<file path="src/rtl/axi_line_master_if.sv">
// rtl/axi_line_master_if.sv - AXI4 master-side bus bundle for the cache line master
// Carries the five AXI channels; master drives requests, slave drives responses.
interface axi_line_master_if #(
    parameter int ADDR_WIDTH = 32
);
    logic [ADDR_WIDTH-1:0] M_AXI_AWADDR;
    logic [7:0]            M_AXI_AWLEN;
    logic [2:0]            M_AXI_AWSIZE;
    logic [1:0]            M_AXI_AWBURST;
    logic                  M_AXI_AWVALID;
    logic                  M_AXI_AWREADY;
    logic [31:0]           M_AXI_WDATA;
    logic [3:0]            M_AXI_WSTRB;
    logic                  M_AXI_WLAST;
    logic                  M_AXI_WVALID;
    logic                  M_AXI_WREADY;
    logic [1:0]            M_AXI_BRESP;
    logic                  M_AXI_BVALID;
    logic                  M_AXI_BREADY;
    logic [ADDR_WIDTH-1:0] M_AXI_ARADDR;
    logic [7:0]            M_AXI_ARLEN;
    logic [2:0]            M_AXI_ARSIZE;
    logic [1:0]            M_AXI_ARBURST;
    logic                  M_AXI_ARVALID;
    logic                  M_AXI_ARREADY;
    logic [31:0]           M_AXI_RDATA;
    logic [1:0]            M_AXI_RRESP;
    logic                  M_AXI_RLAST;
    logic                  M_AXI_RVALID;
    logic                  M_AXI_RREADY;

    modport master (
        output M_AXI_AWADDR, M_AXI_AWLEN, M_AXI_AWSIZE, M_AXI_AWBURST, M_AXI_AWVALID,
        output M_AXI_WDATA, M_AXI_WSTRB, M_AXI_WLAST, M_AXI_WVALID, M_AXI_BREADY,
        output M_AXI_ARADDR, M_AXI_ARLEN, M_AXI_ARSIZE, M_AXI_ARBURST, M_AXI_ARVALID,
        output M_AXI_RREADY,
        input  M_AXI_AWREADY, M_AXI_WREADY, M_AXI_BRESP, M_AXI_BVALID, M_AXI_ARREADY,
        input  M_AXI_RDATA, M_AXI_RRESP, M_AXI_RLAST, M_AXI_RVALID
    );

    modport slave (
        input  M_AXI_AWADDR, M_AXI_AWLEN, M_AXI_AWSIZE, M_AXI_AWBURST, M_AXI_AWVALID,
        input  M_AXI_WDATA, M_AXI_WSTRB, M_AXI_WLAST, M_AXI_WVALID, M_AXI_BREADY,
        input  M_AXI_ARADDR, M_AXI_ARLEN, M_AXI_ARSIZE, M_AXI_ARBURST, M_AXI_ARVALID,
        input  M_AXI_RREADY,
        output M_AXI_AWREADY, M_AXI_WREADY, M_AXI_BRESP, M_AXI_BVALID, M_AXI_ARREADY,
        output M_AXI_RDATA, M_AXI_RRESP, M_AXI_RLAST, M_AXI_RVALID
    );
endinterface

</file>
<file path="src/rtl/axi_line_master.sv">
// rtl/axi_line_master.sv - single-outstanding 32-byte line refill/writeback AXI4 master
// A line is eight 32-bit beats in one INCR burst; word k sits at bits [32k+31:32k].
module axi_line_master #(
    parameter int ADDR_WIDTH = 32
) (
    input  logic                  S_AXI_ACLK,
    input  logic                  rst,
    input  logic                  req_valid,
    output logic                  req_ready,
    input  logic                  req_wr,
    input  logic [ADDR_WIDTH-1:0] req_addr,
    input  logic [255:0]          req_wdata,
    output logic                  resp_valid,
    output logic [255:0]          resp_rdata,
    output logic                  resp_err,
    axi_line_master_if.master     m_axi
);
    typedef enum logic [2:0] {IDLE, RD_AR, RD_R, WR_AW_W, WR_B, DONE} state_t;

    state_t                r_state;
    state_t                w_next;
    logic [ADDR_WIDTH-1:0] r_addr;
    logic [255:0]          r_line;
    logic [255:0]          r_rdata;
    logic [2:0]            r_beat;
    logic                  r_err;
    logic                  r_aw_done;
    logic                  r_w_done;
    logic                  w_aw_hs;
    logic                  w_w_hs;
    logic                  w_r_hs;
    logic                  w_b_hs;
    logic                  w_r_bad;

    assign w_aw_hs = (r_state == WR_AW_W) && !r_aw_done && m_axi.M_AXI_AWREADY;
    assign w_w_hs  = (r_state == WR_AW_W) && !r_w_done && m_axi.M_AXI_WREADY;
    assign w_r_hs  = (r_state == RD_R) && m_axi.M_AXI_RVALID;
    assign w_b_hs  = (r_state == WR_B) && m_axi.M_AXI_BVALID;
    // RLAST must appear on beat 7 and nowhere else.
    assign w_r_bad = (m_axi.M_AXI_RRESP != 2'b00) || (m_axi.M_AXI_RLAST != (r_beat == 3'd7));

    assign m_axi.M_AXI_AWADDR  = r_addr;
    assign m_axi.M_AXI_ARADDR  = r_addr;
    assign m_axi.M_AXI_AWLEN   = 8'd7;
    assign m_axi.M_AXI_ARLEN   = 8'd7;
    assign m_axi.M_AXI_AWSIZE  = 3'd2;
    assign m_axi.M_AXI_ARSIZE  = 3'd2;
    assign m_axi.M_AXI_AWBURST = 2'b01;
    assign m_axi.M_AXI_ARBURST = 2'b01;
    assign m_axi.M_AXI_WDATA   = r_line[{r_beat, 5'd0} +: 32];
    assign m_axi.M_AXI_WSTRB   = 4'hF;
    assign m_axi.M_AXI_WLAST   = (r_beat == 3'd7);
    assign resp_rdata          = r_rdata;

    always_ff @(posedge S_AXI_ACLK) begin
        if (rst) r_state <= IDLE;
        else     r_state <= w_next;
    end

    always_comb begin
        w_next               = r_state;
        req_ready            = 1'b0;
        resp_valid           = 1'b0;
        resp_err             = 1'b0;
        m_axi.M_AXI_ARVALID  = 1'b0;
        m_axi.M_AXI_RREADY   = 1'b0;
        m_axi.M_AXI_AWVALID  = 1'b0;
        m_axi.M_AXI_WVALID   = 1'b0;
        m_axi.M_AXI_BREADY   = 1'b0;
        case (r_state)
            IDLE: begin
                req_ready = 1'b1;
                if (req_valid) w_next = req_wr ? WR_AW_W : RD_AR;
            end
            RD_AR: begin
                m_axi.M_AXI_ARVALID = 1'b1;
                if (m_axi.M_AXI_ARREADY) w_next = RD_R;
            end
            RD_R: begin
                m_axi.M_AXI_RREADY = 1'b1;
                if (w_r_hs && r_beat == 3'd7) w_next = DONE;
            end
            WR_AW_W: begin
                m_axi.M_AXI_AWVALID = !r_aw_done;
                m_axi.M_AXI_WVALID  = !r_w_done;
                if ((r_aw_done || w_aw_hs) && (r_w_done || (w_w_hs && r_beat == 3'd7)))
                    w_next = WR_B;
            end
            WR_B: begin
                m_axi.M_AXI_BREADY = 1'b1;
                if (m_axi.M_AXI_BVALID) w_next = DONE;
            end
            DONE: begin
                resp_valid = 1'b1;
                resp_err   = r_err;
                w_next     = IDLE;
            end
            default: w_next = IDLE;
        endcase
        // Reset silences the bus immediately rather than waiting for the edge.
        if (rst) begin
            req_ready           = 1'b1;
            resp_valid          = 1'b0;
            resp_err            = 1'b0;
            m_axi.M_AXI_ARVALID = 1'b0;
            m_axi.M_AXI_RREADY  = 1'b0;
            m_axi.M_AXI_AWVALID = 1'b0;
            m_axi.M_AXI_WVALID  = 1'b0;
            m_axi.M_AXI_BREADY  = 1'b0;
        end
    end

    always_ff @(posedge S_AXI_ACLK) begin
        if (rst) begin
            r_addr    <= '0;
            r_line    <= '0;
            r_rdata   <= '0;
            r_beat    <= 3'd0;
            r_err     <= 1'b0;
            r_aw_done <= 1'b0;
            r_w_done  <= 1'b0;
        end else begin
            case (r_state)
                IDLE: if (req_valid) begin
                    r_addr    <= {req_addr[ADDR_WIDTH-1:5], 5'b0};
                    r_line    <= req_wdata;
                    r_beat    <= 3'd0;
                    r_err     <= 1'b0;
                    r_aw_done <= 1'b0;
                    r_w_done  <= 1'b0;
                end
                RD_R: if (w_r_hs) begin
                    r_line[{r_beat, 5'd0} +: 32] <= m_axi.M_AXI_RDATA;
                    r_beat                       <= r_beat + 3'd1;
                    if (w_r_bad) r_err <= 1'b1;
                    // Publish the whole line only once it is complete.
                    if (r_beat == 3'd7) r_rdata <= {m_axi.M_AXI_RDATA, r_line[223:0]};
                end
                WR_AW_W: begin
                    if (w_aw_hs) r_aw_done <= 1'b1;
                    if (w_w_hs) begin
                        r_beat <= r_beat + 3'd1;
                        if (r_beat == 3'd7) r_w_done <= 1'b1;
                    end
                end
                WR_B: if (w_b_hs && m_axi.M_AXI_BRESP != 2'b00) r_err <= 1'b1;
                default: ;
            endcase
        end
    end
endmodule

</file>
<file path="src/flat_wrapper.sv">
// flat-port wrapper written by rule: the top's interface ports become plain ports
module axi_line_master_flat 
#(
    parameter int ADDR_WIDTH = 32
)
  (S_AXI_ACLK, rst, req_valid, req_ready, req_wr, req_addr, req_wdata, resp_valid, resp_rdata, resp_err, m_axi_M_AXI_AWADDR, m_axi_M_AXI_AWLEN, m_axi_M_AXI_AWSIZE, m_axi_M_AXI_AWBURST, m_axi_M_AXI_AWVALID, m_axi_M_AXI_WDATA, m_axi_M_AXI_WSTRB, m_axi_M_AXI_WLAST, m_axi_M_AXI_WVALID, m_axi_M_AXI_BREADY, m_axi_M_AXI_ARADDR, m_axi_M_AXI_ARLEN, m_axi_M_AXI_ARSIZE, m_axi_M_AXI_ARBURST, m_axi_M_AXI_ARVALID, m_axi_M_AXI_RREADY, m_axi_M_AXI_AWREADY, m_axi_M_AXI_WREADY, m_axi_M_AXI_BRESP, m_axi_M_AXI_BVALID, m_axi_M_AXI_ARREADY, m_axi_M_AXI_RDATA, m_axi_M_AXI_RRESP, m_axi_M_AXI_RLAST, m_axi_M_AXI_RVALID);
  axi_line_master_if #(.ADDR_WIDTH(ADDR_WIDTH)) m_axi_i ();
  input  logic S_AXI_ACLK;
  input  logic rst;
  input  logic req_valid;
  output logic req_ready;
  input  logic req_wr;
  input  logic [ADDR_WIDTH-1:0] req_addr;
  input  logic [255:0] req_wdata;
  output logic resp_valid;
  output logic [255:0] resp_rdata;
  output logic resp_err;
  output wire logic [$bits(m_axi_i.M_AXI_AWADDR)-1:0] m_axi_M_AXI_AWADDR;
  output wire logic [$bits(m_axi_i.M_AXI_AWLEN)-1:0] m_axi_M_AXI_AWLEN;
  output wire logic [$bits(m_axi_i.M_AXI_AWSIZE)-1:0] m_axi_M_AXI_AWSIZE;
  output wire logic [$bits(m_axi_i.M_AXI_AWBURST)-1:0] m_axi_M_AXI_AWBURST;
  output wire logic [$bits(m_axi_i.M_AXI_AWVALID)-1:0] m_axi_M_AXI_AWVALID;
  output wire logic [$bits(m_axi_i.M_AXI_WDATA)-1:0] m_axi_M_AXI_WDATA;
  output wire logic [$bits(m_axi_i.M_AXI_WSTRB)-1:0] m_axi_M_AXI_WSTRB;
  output wire logic [$bits(m_axi_i.M_AXI_WLAST)-1:0] m_axi_M_AXI_WLAST;
  output wire logic [$bits(m_axi_i.M_AXI_WVALID)-1:0] m_axi_M_AXI_WVALID;
  output wire logic [$bits(m_axi_i.M_AXI_BREADY)-1:0] m_axi_M_AXI_BREADY;
  output wire logic [$bits(m_axi_i.M_AXI_ARADDR)-1:0] m_axi_M_AXI_ARADDR;
  output wire logic [$bits(m_axi_i.M_AXI_ARLEN)-1:0] m_axi_M_AXI_ARLEN;
  output wire logic [$bits(m_axi_i.M_AXI_ARSIZE)-1:0] m_axi_M_AXI_ARSIZE;
  output wire logic [$bits(m_axi_i.M_AXI_ARBURST)-1:0] m_axi_M_AXI_ARBURST;
  output wire logic [$bits(m_axi_i.M_AXI_ARVALID)-1:0] m_axi_M_AXI_ARVALID;
  output wire logic [$bits(m_axi_i.M_AXI_RREADY)-1:0] m_axi_M_AXI_RREADY;
  input wire logic [$bits(m_axi_i.M_AXI_AWREADY)-1:0] m_axi_M_AXI_AWREADY;
  input wire logic [$bits(m_axi_i.M_AXI_WREADY)-1:0] m_axi_M_AXI_WREADY;
  input wire logic [$bits(m_axi_i.M_AXI_BRESP)-1:0] m_axi_M_AXI_BRESP;
  input wire logic [$bits(m_axi_i.M_AXI_BVALID)-1:0] m_axi_M_AXI_BVALID;
  input wire logic [$bits(m_axi_i.M_AXI_ARREADY)-1:0] m_axi_M_AXI_ARREADY;
  input wire logic [$bits(m_axi_i.M_AXI_RDATA)-1:0] m_axi_M_AXI_RDATA;
  input wire logic [$bits(m_axi_i.M_AXI_RRESP)-1:0] m_axi_M_AXI_RRESP;
  input wire logic [$bits(m_axi_i.M_AXI_RLAST)-1:0] m_axi_M_AXI_RLAST;
  input wire logic [$bits(m_axi_i.M_AXI_RVALID)-1:0] m_axi_M_AXI_RVALID;
  assign m_axi_M_AXI_AWADDR = m_axi_i.M_AXI_AWADDR;
  assign m_axi_M_AXI_AWLEN = m_axi_i.M_AXI_AWLEN;
  assign m_axi_M_AXI_AWSIZE = m_axi_i.M_AXI_AWSIZE;
  assign m_axi_M_AXI_AWBURST = m_axi_i.M_AXI_AWBURST;
  assign m_axi_M_AXI_AWVALID = m_axi_i.M_AXI_AWVALID;
  assign m_axi_M_AXI_WDATA = m_axi_i.M_AXI_WDATA;
  assign m_axi_M_AXI_WSTRB = m_axi_i.M_AXI_WSTRB;
  assign m_axi_M_AXI_WLAST = m_axi_i.M_AXI_WLAST;
  assign m_axi_M_AXI_WVALID = m_axi_i.M_AXI_WVALID;
  assign m_axi_M_AXI_BREADY = m_axi_i.M_AXI_BREADY;
  assign m_axi_M_AXI_ARADDR = m_axi_i.M_AXI_ARADDR;
  assign m_axi_M_AXI_ARLEN = m_axi_i.M_AXI_ARLEN;
  assign m_axi_M_AXI_ARSIZE = m_axi_i.M_AXI_ARSIZE;
  assign m_axi_M_AXI_ARBURST = m_axi_i.M_AXI_ARBURST;
  assign m_axi_M_AXI_ARVALID = m_axi_i.M_AXI_ARVALID;
  assign m_axi_M_AXI_RREADY = m_axi_i.M_AXI_RREADY;
  assign m_axi_i.M_AXI_AWREADY = m_axi_M_AXI_AWREADY;
  assign m_axi_i.M_AXI_WREADY = m_axi_M_AXI_WREADY;
  assign m_axi_i.M_AXI_BRESP = m_axi_M_AXI_BRESP;
  assign m_axi_i.M_AXI_BVALID = m_axi_M_AXI_BVALID;
  assign m_axi_i.M_AXI_ARREADY = m_axi_M_AXI_ARREADY;
  assign m_axi_i.M_AXI_RDATA = m_axi_M_AXI_RDATA;
  assign m_axi_i.M_AXI_RRESP = m_axi_M_AXI_RRESP;
  assign m_axi_i.M_AXI_RLAST = m_axi_M_AXI_RLAST;
  assign m_axi_i.M_AXI_RVALID = m_axi_M_AXI_RVALID;
  axi_line_master #(.ADDR_WIDTH(ADDR_WIDTH)) u_core (.S_AXI_ACLK(S_AXI_ACLK), .rst(rst), .req_valid(req_valid), .req_ready(req_ready), .req_wr(req_wr), .req_addr(req_addr), .req_wdata(req_wdata), .resp_valid(resp_valid), .resp_rdata(resp_rdata), .resp_err(resp_err), .m_axi(m_axi_i));
endmodule
</file>
<file path="config.mk">
export PLATFORM = sky130hd
export DESIGN_NAME = axi_line_master_flat
export DESIGN_NICKNAME = d
export VERILOG_FILES = /design/src/rtl/axi_line_master_if.sv /design/src/rtl/axi_line_master.sv /design/src/flat_wrapper.sv
export SDC_FILE = /design/constraint.sdc
export NUM_CORES = 1
export LEC_CHECK = 0
export BUFFER_PORTS_ARGS = -buffer_cell sky130_fd_sc_hd__buf_2
export CAP_MARGIN = 25
export CORE_AREA = 2 2 283 285
export CTS_BUF_LIST = sky130_fd_sc_hd__clkbuf_8
export CTS_CLUSTER_SIZE = 8
export DETAILED_ROUTE_END_ITERATION = 7
export DIE_AREA = 0 0 285 287
export HOLD_SLACK_MARGIN = 0.15
export PLACE_DENSITY = 0.6
export SETUP_SLACK_MARGIN = 0.3
export SYNTH_ARGS = -nofsm -noshare
export SYNTH_HDL_FRONTEND = slang
export SYNTH_SLANG_ARGS = --single-unit
</file>
<file path="constraint.sdc">
create_clock -name S_AXI_ACLK -period 8.4 [get_ports S_AXI_ACLK]
set_input_delay 1.26 -clock S_AXI_ACLK [delete_from_list [all_inputs] [get_ports S_AXI_ACLK]]
set_output_delay 1.26 -clock S_AXI_ACLK [all_outputs]
set_load 0.005 [all_outputs]
</file>
* Yosys cells after proc, flatten, opt, wreduce, memory -nomap -nowiden *
Cells that the tools add are included.

operators by class
  add/subtract/negate cells = 2
  equality and inequality tests = 18
  shifts and indexed selects = 3
  mux-type cells = 41
  reductions and logical operators = 30

operator list
  cell                                                      number
  2-to-1 mux 256 bit                                        2
  one-hot mux 256 bit (2 select lines)                      1
  bitwise mux 256 bit                                       1
  variable shift 32 x 10 -> 256 bit (first input constant)  1
  variable part select 256 x 9 -> 32 bit                    1
  variable part select 32 x 10 -> 256 bit                   1
  2-to-1 mux 3 bit                                          8
  2-to-1 mux 1 bit                                          23
  one-hot mux 3 bit (5 select lines)                        1
  inequality test 2 bit (second input constant)             7
  logical AND 1 bit                                         10
  negation 8 -> 10 bit                                      1
  AND reduction 5 bit                                       2
  == test 3 bit (second input constant)                     3
  one-hot mux 3 bit (3 select lines)                        1
  AND reduction 3 bit                                       3
  inequality test 2 x 1 -> 1 bit (second input constant)    4
  AND reduction 4 bit                                       2
  nonzero test 2 bit                                        4
  == test 3 x 2 -> 1 bit (second input constant)            2
  nonzero test 3 bit                                        2
  one-hot mux 1 bit (2 select lines)                        2
  adder 3 x 1 -> 3 bit (second input constant)              1
  == test 3 x 1 -> 1 bit (second input constant)            1
  other kinds (7)                                           10

storage, ports and cells
  bits in registers = 548
  input port bits = 334
  logic and storage cells = 102

* Logic depth before layout (Yosys ltp) *
  depth after elaboration = 8
  mapped depth = 11

* Worst setup path before layout *
OpenSTA, ideal clock, no wires.

  path kind = input port to output port
  from = input port rst
  to = output port m_axi_M_AXI_AWVALID
  arrival time = 2164 ps
  required time = 7140 ps
  slack = 4976 ps
  stages on the path = 4
  buffers on the path = 3
  cell sequence = clkbuf_1 clkbuf_1 clkbuf_1 nor3_1

on the way
  word-level cells in the longest chain between the ends = 1

RTL lines
  what              RTL line                source
  from (decl)       flat_wrapper.sv:9       input logic rst;
  2-to-1 mux 1 bit  axi_line_master.sv:101  if (rst) begin
  to (decl)         flat_wrapper.sv:22      output wire logic [$bits(m_axi_i.M_AXI_AWVALID)-1:0] m_axi_M_AXI_AWVALID;

Every way passes these cells.

* Worst setup path in the final report *
  from = register u_core.r_beat[0]
  to = output port m_axi_M_AXI_WDATA[14]

on the way
  word-level cells in the longest chain between the ends = 1

RTL lines
  what                                    RTL line                source
  from (decl)                             axi_line_master.sv:25   logic [2:0] r_beat;
  from (signal assigned)                  axi_line_master.sv:134  r_beat <= r_beat + 3'd1;
  from (signal assigned)                  axi_line_master.sv:142  r_beat <= r_beat + 3'd1;
  variable part select 256 x 9 -> 32 bit  axi_line_master.sv:50   assign m_axi.M_AXI_WDATA = r_line[{r_beat, 5'd0} +: 32];
  to (decl)                               flat_wrapper.sv:23      output wire logic [$bits(m_axi_i.M_AXI_WDATA)-1:0] m_axi_M_AXI_WDATA;

Every way passes these cells.

==> run summary <==
Internal - 5.48 mW
Post-synth EDFFs - 0
FF-to-FF Start - u_core.r_state[1]
Post-Syn Area - 23600 sq um
Starting DRC count in detailed routing - 2303
Final setup fails - 0
Crit path DAT - 3.47 ns
Vias in the first global route - 22300
Cell variety after synth - 50
RSZ-0062 raised after global routing - false
F_max - 211 MHz
Startpoint Class - flop
Post-synthesis sequential area ratio - 46.4%
Worst hold stages - 2
Post-DP HPWL - 78400 um
Ys Warns - 0
Hold crit path type - flop to flop
Synth Instances - 2821
Hold EP - u_core.resp_rdata[23]
Remaining global-route overflow - 0
Slew Viols, Final - 0
Worst Skew - 0.0281 ns
Ys flop type - dfxtp_1
WL/cell - 25.4 um
Relative slew margins - 31.8%
Vias post-DR - 23800
Simple-gate share of the synthesized area - 13.3%
Post-CTS setup buffer count - 0
Die Ht - 287 um
Initial Utilization - 30.1%
LEAKAGE - 11.9 nW
Io pins - 725
Die footprint - 81800 sq um
Least-Margin Pin Slew - 1.02 ns
Final Total Pwr - 8.96 mW
Std-Cell Rows - 103
Synth Area in XOR/XNOR - 0.0370%
Post-layout nets - 3652
Initial antenna violation count - 15
Worst skew pair latency - 0.72 ns
Crit path kind - flop to output pin
Worst vdd ir - 0.198 mV
Worst EP required - 7.14 ns
Largest net degree at the start of global routing - 148
Max cap viols - 0
GRT Overall Usage - 26.4%
Post-CTS sizing - 0
First drt pass iteration count - 5
H-tree Lvls - 3
Status - completed
Final hold slack - 0.450 ns
Period utilization - 56.3%
Final ANT Viol Nets - 0
TritonCTS clock tree - done
Synthesized flop and latch total - 548
Net Switching - 3.48 mW
Remaining DRCs - 0
Final WS setup - 3.67 ns
Post-Synth Adder-Cell Area - 0.212%
Comb pwr share - 29.9%
Share of cells above drive strength 1 - 27.9%
Reg2Reg Setup Slack - 4.44 ns
Main combinational cell family by area after synthesis - compound AO/OA/AOI/OAI gates
Final WL - 113000 um
TritonCTS buffer count - 98
Gpl congestion - 0.898
Setup crit end kind - output pin
Seq pwr share - 41.3%
Hold Vio Cnt, Final - 0
Maximum clock path buffer count - 3
Layout area overhead - 23.5%
Synth async-reset ratio - 0%
Clock transition at the registers of the reported paths - 0.06 ns
Die width - 285 um
Power per Cell Area - 307 nW/um^2
Final core occ - 37.2%
I/O Buffers - 679
Setup TNS - 0 ns
Pre-CTS WS - 4.06 ns
Root Driver - clkbuf_8
R2R depth - 7
Avg Cell Area, Syn - 8.38 sq um
Placeable core area - 78600 sq um
Post-CTS Hold Buffers - 0
HP Start - u_core.resp_rdata[23]
# clock sinks - 548
Clock power frac - 28.8%
Net Sw Frac - 38.8%
First-pass GRT wire length - 159000 um
Final Critical Period - 4.73 ns
Mux cell area share after synthesis - 6.24%
Critical path peak fanout - 41
Worst R2R End - u_core.r_line[18]
Synth Area in Compound Gates - 23.7%
Routed vias/inst - 5.36
[cell usage in the layout, fill, tap and decap left out, types with 4 or more instances in the layout]
| cell type | instances |
|---|---|
| mux4_2 | 64 |
| nor2_1 | 41 |
| buf_4 | 29 |
| o21ai_0 | 7 |
| a211oi_1 | 96 |
| inv_1 | 193 |
| nand2b_1 | 34 |
| a221oi_1 | 96 |
| nand2_1 | 668 |
| clkinv_2 | 14 |
| clkbuf_8 | 121 |
| dfxtp_1 | 546 |
| o22ai_1 | 192 |
| conb_1 | 40 |
| buf_12 | 6 |
| o221ai_1 | 65 |
| o21ai_4 | 4 |
| nand4_1 | 5 |
| buf_2 | 678 |
| ha_1 | 4 |
| a21oi_1 | 417 |
| diode_2 | 10 |
| nor3_1 | 7 |
[synthesized netlist by cell type (2+ instances only)]
master    count  area share (%)
a211oi_1     96             3.0
a21bo_2       3            0.13
a21oi_1     417             8.8
a221oi_1     96             3.6
a31oi_1       2           0.053
and2_1        4            0.11
and3_1        3           0.079
buf_1        13            0.21
buf_2        62             1.3
buf_4        87             2.8
clkbuf_1    198             3.1
conb_1        2           0.032
dfxtp_1     548              46
ha_1          4            0.21
inv_1       165             2.6
mux2i_1       2           0.085
mux4_2       64             6.1
nand2_1     672              11
nand2b_1     34            0.90
nand3_1       2           0.042
nand3b_1      2           0.063
nand4_1       5            0.13
nor2_1       41            0.65
nor2b_1       2           0.053
nor3_1        7            0.15
nor3b_1       2           0.063
o21ai_0       7            0.15
o21ai_1       4           0.085
o221ai_1     65             2.4
o22ai_1     192             5.1
[flip-flops by register name (all words and copies together) (netlist names)]
register and count:
u_core.r_line 256, u_core.resp_rdata 256, u_core.m_axi.M_AXI_ARADDR 27, u_core.r_beat 3, u_core.r_state 3, u_core.r_aw_done 1, u_core.r_err 1, u_core.r_w_done 1
[logic make-up (layout without fill, tap and decap cells)]
kind of cell               Yosys count  after routing
AOI/OAI and AO/OA                  891            891
buffers and inverters              525           1052
and+or+nand+nor                    783            783
DFF                                548            548
muxes                               67             67
other                                2             50
adders and majority gates            4              4
xor gates and xnor gates             1              1
[worst max-delay path, stage by stage, from the launching register on]
cell and delay (ns):
dfxtp_4 0.75, buf_4 0.77, mux4_2 0.67, nand2_1 0.19
nand2_1 0.14, buf_2 0.15
[per-layer routing]
metal	share of wire (%)	vias up	wire [um]	global-route usage [%]
li1	-	10800	-	-
met1	39	11600	44000	32.5
met2	48	1199	53700	43.7
met3	8.3	249	9370	5.64
met4	5.2	12	5840	13.4
met5	0.062	-	70	0
[worst max path at each step]
stage	start	depth (start not counted)	endpoint
final	u_core.r_beat[0]	5	m_axi_M_AXI_WDATA[14]
after global routing	u_core.r_beat[0]	5	m_axi_M_AXI_WDATA[14]
after floorplan	rst	4	m_axi_M_AXI_AWVALID
after detailed placement	req_valid	8	u_core.r_line[23]
after global placement	req_valid	8	u_core.r_line[30]
after CTS	u_core.r_beat[0]	5	m_axi_M_AXI_WDATA[14]
[final cells by class]
| cell class | count | area [sq um] |
|---|---|---|
| Fill cell | 8240 | 49400 |
| Tap cell | 1050 | 1310 |
| Inverter | 165 | 621 |
| Multi-Input combinational cell | 1786 | 10500 |
| Clock buffer | 121 | 1670 |
| Antenna cell | 10 | 25.0 |
| Clock inverter | 51 | 313 |
| Sequential cell | 548 | 11000 |
| Timing Repair Buffer | 715 | 3770 |
[stage by stage]
stage / instance area (sq um) / std cells
floorplan: 23800 / 2859
finish: 29200 / 4446
global placement: 27200 / 4262
global route: 29200 / 4438
detailed placement: 27200 / 4262
CTS: 29100 / 4434
[power by group through the flow]
stage	Sequential (mW)	Combinational, mW	Clock, mW
2_1_floorplan	3.43	1.82	0
3_3_place_gp	3.73	2.64	0
3_5_place_dp	3.73	2.67	0
4_1_cts	3.68	2.68	2.62
5_1_grt	3.74	2.90	2.73
6_report	3.70	2.68	2.58
(Power assumes the default switching activity.)
